## src/rtl/pwm_multi_ramp_if.sv

```systemverilog
// Command channel into pwm_multi_ramp.
//   cmd_valid  command strobe (controller -> PWM block)
//   cmd_ready  command can be accepted this cycle (PWM block -> controller)
//   cmd_ch     target channel
//   cmd_duty   target duty, 0..DUTY_MAX (larger values are clamped by the receiver)
//   cmd_dir    target direction
interface pwm_multi_ramp_if #(
   parameter int unsigned NUM_CH = 2,
   parameter int unsigned DUTY_W = 7
);
   localparam int unsigned CH_W = (NUM_CH > 1) ? $clog2(NUM_CH) : 1;

   logic              cmd_valid;
   logic              cmd_ready;
   logic [CH_W-1:0]   cmd_ch;
   logic [DUTY_W-1:0] cmd_duty;
   logic              cmd_dir;

   modport master (output cmd_valid, output cmd_ch, output cmd_duty, output cmd_dir,
                   input  cmd_ready);
   modport slave  (input  cmd_valid, input  cmd_ch, input  cmd_duty, input  cmd_dir,
                   output cmd_ready);
endinterface

```

## src/rtl/pwm_multi_ramp.sv

```systemverilog
// Multi-channel H-bridge PWM generator with per-channel direction and slew-limited
// duty ramping. Applied duty only changes on the last cycle of a PWM period, and a
// direction reversal always ramps the channel to zero before dir_out flips.
//   clk_50       50 MHz clock
//   rst          synchronous, active-high reset
//   enable       0 = outputs low, applied duties forced to 0
//   cmd          command channel (slave side of pwm_multi_ramp_if)
//   pwm_out      PWM output per channel
//   dir_out      applied direction per channel
//   period_tick  1-cycle pulse on the last cycle of each period
//   busy         some channel's applied duty/direction differs from its target
module pwm_multi_ramp #(
   parameter int unsigned NUM_CH    = 2,
   parameter int unsigned PERIOD    = 100_000,
   parameter int unsigned DUTY_MAX  = 100,
   parameter int unsigned DUTY_W    = 7,
   parameter int unsigned RAMP_STEP = 5
) (
   input  logic              clk_50,
   input  logic              rst,
   input  logic              enable,
   pwm_multi_ramp_if.slave   cmd,
   output logic [NUM_CH-1:0] pwm_out,
   output logic [NUM_CH-1:0] dir_out,
   output logic              period_tick,
   output logic              busy
);

   localparam int unsigned CH_W  = (NUM_CH > 1) ? $clog2(NUM_CH) : 1;
   localparam int unsigned CNT_W = $clog2(PERIOD);
   localparam int unsigned THR_W = $clog2(PERIOD + 1);
   localparam int unsigned SCALE = PERIOD / DUTY_MAX;

   localparam logic [CNT_W-1:0]  CNT_LAST = CNT_W'(PERIOD - 1);
   localparam logic [DUTY_W-1:0] STEP     = DUTY_W'(RAMP_STEP);
   localparam logic [DUTY_W-1:0] DMAX     = DUTY_W'(DUTY_MAX);

   typedef enum logic [1:0] {ST_RUN, ST_DECEL, ST_FLIP} ch_state_e;

   logic [CNT_W-1:0]  cnt_q, cnt_d;
   logic              tick_q, tick_d, tick_c;
   logic              ready_q;
   logic              busy_q, busy_d;
   logic [NUM_CH-1:0] pwm_q, pwm_d;
   logic [NUM_CH-1:0] dir_q, dir_d;
   logic [NUM_CH-1:0] tgt_dir_q, tgt_dir_d;
   ch_state_e         state_q    [NUM_CH];
   ch_state_e         state_d    [NUM_CH];
   logic [DUTY_W-1:0] applied_q  [NUM_CH];
   logic [DUTY_W-1:0] applied_d  [NUM_CH];
   logic [DUTY_W-1:0] tgt_duty_q [NUM_CH];
   logic [DUTY_W-1:0] tgt_duty_d [NUM_CH];
   logic [THR_W-1:0]  thr_q      [NUM_CH];
   logic [THR_W-1:0]  thr_d      [NUM_CH];

   // Move cur toward tgt by at most STEP without overshooting.
   function automatic logic [DUTY_W-1:0] ramp_to(input logic [DUTY_W-1:0] cur,
                                                 input logic [DUTY_W-1:0] tgt);
      logic [DUTY_W-1:0] r;
      if (tgt > cur) r = ((tgt - cur) > STEP) ? (cur + STEP) : tgt;
      else           r = ((cur - tgt) > STEP) ? (cur - STEP) : tgt;
      return r;
   endfunction

   // Decelerate toward zero by at most STEP.
   function automatic logic [DUTY_W-1:0] dec_step(input logic [DUTY_W-1:0] cur);
      return (cur > STEP) ? (cur - STEP) : '0;
   endfunction

   // Counter, command capture, per-channel ramp FSM, PWM compare and busy.
   always_comb begin
      tick_c    = (cnt_q == CNT_LAST);
      cnt_d     = tick_c ? '0 : (cnt_q + CNT_W'(1));
      tick_d    = (cnt_d == CNT_LAST);
      busy_d    = 1'b0;
      pwm_d     = '0;
      dir_d     = dir_q;
      tgt_dir_d = tgt_dir_q;
      for (int i = 0; i < NUM_CH; i++) begin
         state_d[i]    = state_q[i];
         applied_d[i]  = applied_q[i];
         tgt_duty_d[i] = tgt_duty_q[i];

         // Out-of-range channel numbers match no channel and are dropped.
         if (cmd.cmd_valid && ready_q && (cmd.cmd_ch == CH_W'(i))) begin
            tgt_duty_d[i] = (cmd.cmd_duty > DMAX) ? DMAX : cmd.cmd_duty;
            tgt_dir_d[i]  = cmd.cmd_dir;
         end

         // Ramp evaluation reads the _q targets, so a same-cycle write waits a tick.
         if (!enable) begin
            applied_d[i] = '0;
            state_d[i]   = ST_RUN;
         end else if (tick_c) begin
            case (state_q[i])
               ST_RUN, ST_FLIP: begin
                  // FLIP period is spent at zero with the new direction; it then ramps like RUN.
                  if (tgt_dir_q[i] != dir_q[i]) begin
                     applied_d[i] = dec_step(applied_q[i]);
                     state_d[i]   = ST_DECEL;
                  end else begin
                     applied_d[i] = ramp_to(applied_q[i], tgt_duty_q[i]);
                     state_d[i]   = ST_RUN;
                  end
               end
               ST_DECEL: begin
                  if (tgt_dir_q[i] == dir_q[i]) begin
                     applied_d[i] = ramp_to(applied_q[i], tgt_duty_q[i]);
                     state_d[i]   = ST_RUN;
                  end else if (applied_q[i] == '0) begin
                     dir_d[i]     = tgt_dir_q[i];
                     state_d[i]   = ST_FLIP;
                  end else begin
                     applied_d[i] = dec_step(applied_q[i]);
                  end
               end
               default: state_d[i] = ST_RUN;
            endcase
         end

         thr_d[i] = THR_W'(applied_d[i]) * THR_W'(SCALE);
         // Threshold == PERIOD keeps the output high through the wrap.
         pwm_d[i] = enable && (THR_W'(cnt_q) < thr_q[i]);
         busy_d   = busy_d | (applied_q[i] != tgt_duty_q[i]) | (dir_q[i] != tgt_dir_q[i]);
      end
   end

   // State registers.
   always_ff @(posedge clk_50) begin
      if (rst) begin
         cnt_q     <= '0;
         tick_q    <= 1'b0;
         ready_q   <= 1'b0;
         busy_q    <= 1'b0;
         pwm_q     <= '0;
         dir_q     <= '0;
         tgt_dir_q <= '0;
         for (int i = 0; i < NUM_CH; i++) begin
            state_q[i]    <= ST_RUN;
            applied_q[i]  <= '0;
            tgt_duty_q[i] <= '0;
            thr_q[i]      <= '0;
         end
      end else begin
         cnt_q     <= cnt_d;
         tick_q    <= tick_d;
         ready_q   <= 1'b1;
         busy_q    <= busy_d;
         pwm_q     <= pwm_d;
         dir_q     <= dir_d;
         tgt_dir_q <= tgt_dir_d;
         for (int i = 0; i < NUM_CH; i++) begin
            state_q[i]    <= state_d[i];
            applied_q[i]  <= applied_d[i];
            tgt_duty_q[i] <= tgt_duty_d[i];
            thr_q[i]      <= thr_d[i];
         end
      end
   end

   assign cmd.cmd_ready = ready_q;
   assign pwm_out       = pwm_q;
   assign dir_out       = dir_q;
   assign period_tick   = tick_q;
   assign busy          = busy_q;

endmodule
```

## src/flat_wrapper.sv

```systemverilog
// flat-port wrapper written by rule: the top's interface ports become plain ports
module pwm_multi_ramp_flat 
#(
   parameter int unsigned NUM_CH    = 2,
   parameter int unsigned PERIOD    = 100_000,
   parameter int unsigned DUTY_MAX  = 100,
   parameter int unsigned DUTY_W    = 7,
   parameter int unsigned RAMP_STEP = 5
)
  (clk_50, rst, enable, pwm_out, dir_out, period_tick, busy, cmd_cmd_valid, cmd_cmd_ch, cmd_cmd_duty, cmd_cmd_dir, cmd_cmd_ready);
  pwm_multi_ramp_if #(.NUM_CH(NUM_CH), .DUTY_W(DUTY_W)) cmd_i ();
  input  logic clk_50;
  input  logic rst;
  input  logic enable;
  output logic [NUM_CH-1:0] pwm_out;
  output logic [NUM_CH-1:0] dir_out;
  output logic period_tick;
  output logic busy;
  input wire logic [$bits(cmd_i.cmd_valid)-1:0] cmd_cmd_valid;
  input wire logic [$bits(cmd_i.cmd_ch)-1:0] cmd_cmd_ch;
  input wire logic [$bits(cmd_i.cmd_duty)-1:0] cmd_cmd_duty;
  input wire logic [$bits(cmd_i.cmd_dir)-1:0] cmd_cmd_dir;
  output wire logic [$bits(cmd_i.cmd_ready)-1:0] cmd_cmd_ready;
  assign cmd_i.cmd_valid = cmd_cmd_valid;
  assign cmd_i.cmd_ch = cmd_cmd_ch;
  assign cmd_i.cmd_duty = cmd_cmd_duty;
  assign cmd_i.cmd_dir = cmd_cmd_dir;
  assign cmd_cmd_ready = cmd_i.cmd_ready;
  pwm_multi_ramp #(.NUM_CH(NUM_CH), .PERIOD(PERIOD), .DUTY_MAX(DUTY_MAX), .DUTY_W(DUTY_W), .RAMP_STEP(RAMP_STEP)) u_core (.clk_50(clk_50), .rst(rst), .enable(enable), .cmd(cmd_i), .pwm_out(pwm_out), .dir_out(dir_out), .period_tick(period_tick), .busy(busy));
endmodule
```

## config.mk

```make
export PLATFORM = sky130hd
export DESIGN_NAME = pwm_multi_ramp_flat
export DESIGN_NICKNAME = d
export VERILOG_FILES = /design/src/rtl/pwm_multi_ramp_if.sv /design/src/rtl/pwm_multi_ramp.sv /design/src/flat_wrapper.sv
export SDC_FILE = /design/constraint.sdc
export NUM_CORES = 1
export LEC_CHECK = 0
export BUFFER_PORTS_ARGS = -buffer_cell sky130_fd_sc_hd__buf_2
export CORE_MARGIN = 5
export CORE_UTILIZATION = 65
export CTS_BUF_LIST = sky130_fd_sc_hd__clkbuf_4 sky130_fd_sc_hd__clkbuf_8
export DETAILED_ROUTE_END_ITERATION = 10
export PLACE_DENSITY = 0.93
export SLEW_MARGIN = 25
export SYNTH_ARGS = -nofsm -noshare
export SYNTH_HDL_FRONTEND = slang
export SYNTH_SLANG_ARGS = --single-unit
```

## constraint.sdc

```tcl
create_clock -name clk_50 -period 6.95 [get_ports clk_50]
set_input_delay 1.7375 -clock clk_50 [delete_from_list [all_inputs] [get_ports clk_50]]
set_output_delay 1.7375 -clock clk_50 [all_outputs]
set_load 0.005 [all_outputs]
```

; After elaboration in Yosys (flattened, before gate mapping)
; Memory sizes are Yosys's and may differ from the RTL's.
; Index checks and enable logic that the tools add are counted.
[word_totals]
memories = 4
reg_bits = 26
in_bits = 13
ram_bits = 60
[memory_table]
columns = name, words, width, read_ports, rd_clocked_by_memory_dff, wr, line_no
row1 = u_core.thr_q, 2, 14, 2, 0, 2, pwm_multi_ramp.sv:53  ; logic [THR_W-1:0] thr_q [NUM_CH];
row2 = u_core.applied_q, 2, 7, 2, 0, 2, pwm_multi_ramp.sv:49  ; logic [DUTY_W-1:0] applied_q [NUM_CH];
row3 = u_core.tgt_duty_q, 2, 7, 2, 0, 2, pwm_multi_ramp.sv:51  ; logic [DUTY_W-1:0] tgt_duty_q [NUM_CH];
row4 = u_core.state_q, 2, 2, 2, 0, 2, pwm_multi_ramp.sv:47  ; ch_state_e state_q [NUM_CH];
[classes]
reduce_logical = 13
magnitude_cmp = 11
n_mul = 2
add_sub_neg = 9
n_mux = 47
eq_ne = 14
n_bitwise = 14
[op_table]
columns = cell, count
row1 = $mux W7, 25
row2 = $gt A7 B3 Y1 const B, 6
row3 = $eq A17 B17 Y1 const B, 2
row4 = $lt A17 B17 Y1, 2
row5 = $mul A7 B7 Y14 const B, 2
row6 = $mux W14, 2
row7 = $pmux W7 S2, 2
row8 = $sub A7 B7 Y7, 4
row9 = $mux W2, 10
row10 = $add A17 B1 Y17 const B, 1
row11 = $mux W17, 1
row12 = $add A7 B3 Y7 const B, 2
row13 = $gt A7 B7 Y1, 2
row14 = $logic_not A7 Y1, 2
row15 = $ne A7 B7 Y1, 2
row16 = $sub A7 B3 Y7 const B, 2
row17 = $or A1 B1 Y1, 11
row18 = $reduce_and A5 Y1, 2
row19 = $pmux W2 S2, 2
row20 = $gt A7 B7 Y1 const B, 1
row21 = $logic_and A1 B1 Y1, 5
row22 = $mux W1, 5
row23 = $eq A2 B1 Y1 const B, 2
row24 = $eq A2 B2 Y1 const B, 2
row25 = other kinds (5), 13

; Longest topological paths before layout
; An unclocked memory read counts as a cell.
[depth]
depth_word = 11
mapped_depth = 28
mapped_depth_nobuf = 26

; Worst setup path before layout
; No wires, ideal clock.
[synth_timing]
path_kind = register to register
startpoint = memory u_core.applied_q[0][3]
endpoint = memory u_core.thr_q[0][12] (netlist bit)
required_ns = 6.822
stages_incl_launch_ff = 26
arrival_time_ns = 6.260
synth_period_minus_slack_ns = 6.387
path_buffers = 3
setup_slack_ns = 0.563
path_cell_list = dfxtp_1 > clkbuf_1 > inv_1 > ha_1 > buf_6 > a21o_1 > a21o_1 > or3_4 > a2111oi_4 > and2_1 > buf_6 > o21ai_2 > a31oi_2 > fa_1 > fa_1 > fa_1 > inv_1 > fa_1 > ha_1 > inv_1 > o21bai_1 > a2111oi_0 > nor3_1 > a31oi_1 > xor2_1 > nor2_1
[synth_lines]
columns = item, line_no
row1 = start: declaration, pwm_multi_ramp.sv:49
row2 = end: declaration, pwm_multi_ramp.sv:53

==> impl_metrics.py <==
metrics = {
    "place": {
        "io_buffers": 19,
        "post-dp-hpwl_um": 16170,
        "post-place-ws_ns": 0.02632,
        "gp_congestion": 0.9532,
        "placedInstanceArea_um2": 8987,
    },
    "cells_and_area": {
        "final_core_util_pct": 70.75,
        "multi_input_area_um2": 6484,
        "drive_above_1_share_pct": 10.92,
        "n_antenna_cell": 0,
        "nets": 1260,
        "nFillCells": 987,
        "area_growth_pct": 7.293,
        "regArea_um2": 1644,
        "final_cell_area_um2": 9295,
    },
    "sta": {
        "hold_viol": 0,
        "slew_viol_final": 0,
        "fin_ws_ns": 0.3241,
        "setup_viol_count_final": 0,
        "post-route-min-period_ns": 6.626,
        "finalClockSkew_ns": 0.01338,
        "worst_pin_slew_ns": 0.9298,
        "period_share_pct": 95.34,
        "max_clock_freq_mhz": 150.9,
        "relSlewSlack_pct": 37.17,
    },
    "clocking": {
        "cts_max_path_buffers": 2,
        "clkTransAtPathRegs_ns": 0.10,
        "clk_latency_ns": 0.38,
        "root_buffer": "clkbuf_8",
        "cts_buffers": 9,
        "tritoncts": "yes",
        "ctsHtreeMaxLevel": 3,
        "hold_buffers": 0,
        "clock_sinks": 82,
    },
    "worst_setup_path": {
        "required_ns": 7.19,
        "worstPathArrival_ns": 6.87,
        "path_max_fanout": 3,
        "rr_endpoint": "u_core.thr_q[0][12]",
        "start_kind": "flop",
        "end_kind": "flop",
        "r2r_setup_slack_ns": 0.32,
        "crit_type": "flop to flop",
        "reg2reg_depth": 24,
        "reg2reg_from": "u_core.tgt_duty_q[0][0]",
    },
    "power_and_ir_drop": {
        "p_int_uw": 744.7,
        "swShare_pct": 30.64,
        "switchingPower_uw": 329.0,
        "combPwrFrac_pct": 19.5,
        "power_frac_seq_pct": 44.9,
        "power_density_nw_per_um2": 115.5,
        "max-vdd-ir-drop_uv": 121.1,
        "leakage_uw": 0.004311,
        "clock_power_share_pct": 35.6,
    },
    "floorplanning": {
        "io_pins": 20,
        "coreArea_um2": 13140,
        "fp.dieH_um": 125.4,
        "die_x_um": 125.4,
        "start_util_pct": 65.94,
        "dieArea_um2": 15740,
        "rows": 42,
    },
    "grt": {
        "grt_pass1_vias": 7378,
        "grt_pass1_wl_um": 34560,
        "track_usage_pct": 26.09,
        "grt_max_degree": 60,
        "overflow": 0,
        "antenna_found_initial": 0,
    },
    "synth": {
        "synth_edf_count": 0,
        "synth_area_leaders": "dfxtp_1 19%, ha_1 19%, fa_1 9.2%, inv_1 5.3%, nor2_1 3.9%",
        "synth_top_area_share_pct": 18.95,
        "synthFlopType": "dfxtp_1",
        "yosys_warnings": 0,
        "synth_common_cells": "131 x ha_1, 122 x inv_1, 91 x nor2_1",
        "synthCells": 1055,
        "synth.net_count": 1239,
        "synthesis.area_um2": 8663,
        "postSynth.asyncResetShare_pct": 0,
        "ys_seq_area_share_pct": 18.95,
        "synth_cell_types": 91,
        "yosys.area.top_type": "dfxtp_1",
        "avgSynthCellArea_um2": 8.212,
        "synth_most_common_cell": "ha_1",
        "synth-seq-cells": 82,
    },
    "worst_hold_path": {
        "hold_start": "u_core.state_q[0][0]",
        "min_to": "u_core.state_q[0][0]",
        "min_path_type": "flop to flop",
        "min_path_cells": 2,
    },
    "run_status": {
        "status": "complete, no violations",
    },
    "routing": {
        "wire_per_inst_um": 16.49,
        "drc_errors": 0,
        "wl_um": 20730,
        "drtAntennaViolNets": 0,
        "viasPerCell": 6.075,
        "first_pass_iters": 5,
        "num_vias": 7636,
        "drtIter0Drc": 676,
    },
    "flow_run": {
        "drv_cap": 0,
    },
}
## power groups by stage
stage                     combinational, uW  sequential [uW]  clock [uW]
final                                   209              482         382
after global routing                    224              483         406
after CTS                               189              482         384
after detailed placement                188              493           0
after global placement                  184              493           0
after floorplan                         150              490           0
## cells in the final DEF, fill, tap and decap left out, types with 13 or more instances in the layout
| cell | netlist | routed |
|---|---|---|
| nor2_1 | 91 | 91 |
| o21ai_0 | 42 | 42 |
| a21oi_1 | 61 | 61 |
| fa_1 | 40 | 40 |
| dfxtp_1 | 82 | 80 |
| and3_1 | 13 | 13 |
| inv_1 | 122 | 121 |
| xor2_1 | 21 | 21 |
| buf_4 | 1 | 23 |
| ha_1 | 131 | 130 |
| xnor2_1 | 38 | 38 |
| nor2b_1 | 23 | 23 |
| nand3_1 | 26 | 26 |
| nand2_1 | 85 | 85 |
| a21o_1 | 23 | 23 |
| nor3_1 | 26 | 25 |
| buf_2 | 6 | 19 |
## worst max-delay path by stage
| stage | from | to | slack, ns |
|---|---|---|---|
| 3_3_place_gp | u_core.tgt_duty_q[0][0] | u_core.thr_q[0][12] | 0.32 |
| 4_1_cts | u_core.tgt_duty_q[0][0] | u_core.thr_q[0][12] | 0.05 |
| 6_report | u_core.tgt_duty_q[0][0] | u_core.thr_q[0][12] | 0.32 |
| 5_1_grt | u_core.tgt_duty_q[0][0] | u_core.thr_q[0][12] | -0.01 |
| 2_1_floorplan | u_core.applied_q[0][3] | u_core.thr_q[0][12] | 0.56 |
| 3_5_place_dp | u_core.applied_q[0][3] | u_core.thr_q[0][12] | 0.03 |
## sequential cells by signal, summed over array words and instances, names as in the netlist
name and count:
u_core.period_tick 1, u_core.dir_out 2, u_core.applied_q 14, u_core.tgt_duty_q 14
u_core.pwm_out 2, u_core.cnt_q 17, u_core.thr_q 24, u_core.cmd.cmd_ready 1
u_core.busy 1, u_core.tgt_dir_q 2, u_core.state_q 4
## critical path, cell delays in order, from the launching register on
cell and delay [ns]:
dfxtp_1 0.38, inv_1 0.10, ha_1 0.22, fa_1 0.51, or2_2 0.11, a21oi_1 0.06, or4_4 0.56, a2111oi_4 0.28
buf_4 0.21, nor3_1 0.05, a211o_1 0.32, a31o_1 0.24, fa_1 0.52, fa_1 0.44, fa_1 0.52, inv_1 0.05
fa_1 0.45, ha_1 0.32, inv_1 0.10, o21bai_1 0.11, a2111oi_2 0.36, nor3_1 0.13, a31oi_1 0.24, xor2_1 0.16
nor2_1 0.05
## cell families after synthesis
group,Yosys count,synth area share (%)
AOI/OAI and AO/OA,235,18.75
DFF,82,18.95
and+or+nand+nor,343,20.02
buffers and inverters,156,7.091
muxes,9,1.069
xor gates and xnor gates,59,5.965
adders and majority gates,171,28.16
## layout make-up
cell class	instances	area share, %
inverter	124	5.007
tap	176	2.369
sequential	82	17.69
clock inverter	5	0.6730
timing repair buffer	42	2.881
multi-input combinational	817	69.75
clock buffer	11	1.629
## routing by layer
layer / track usage, % / vias to the layer above / share of wire, %
met4: 8.418 / 0 / 2.4
met5: 0 / - / 0
met3: 3.369 / 62 / 6.0
met2: 46.00 / 298 / 50
li1: - / 3690 / -
met1: 33.08 / 3586 / 42
## metrics by stage
step | hold WS [ns] | total power [uW] | TNS [ns] | cells
finish | 0.5148 | 1074 | 0 | 1257
global route | 0.5359 | 1113 | -0.01429 | 1257
CTS | 0.5077 | 1055 | 0 | 1255
detailed placement | 0.4955 | 681.4 | 0 | 1239
global placement | 0.4537 | 676.9 | 0 | 1239
floorplan | 0.4410 | 639.7 | 0 | 1055
## repair_timing
action,in CTS,in global routing
buffers inserted,0,2
resized for setup,1,19
pin swaps,0,2
endpoints found under the setup margin,1,4
No activity file was read; power rests on OpenSTA's default activity.
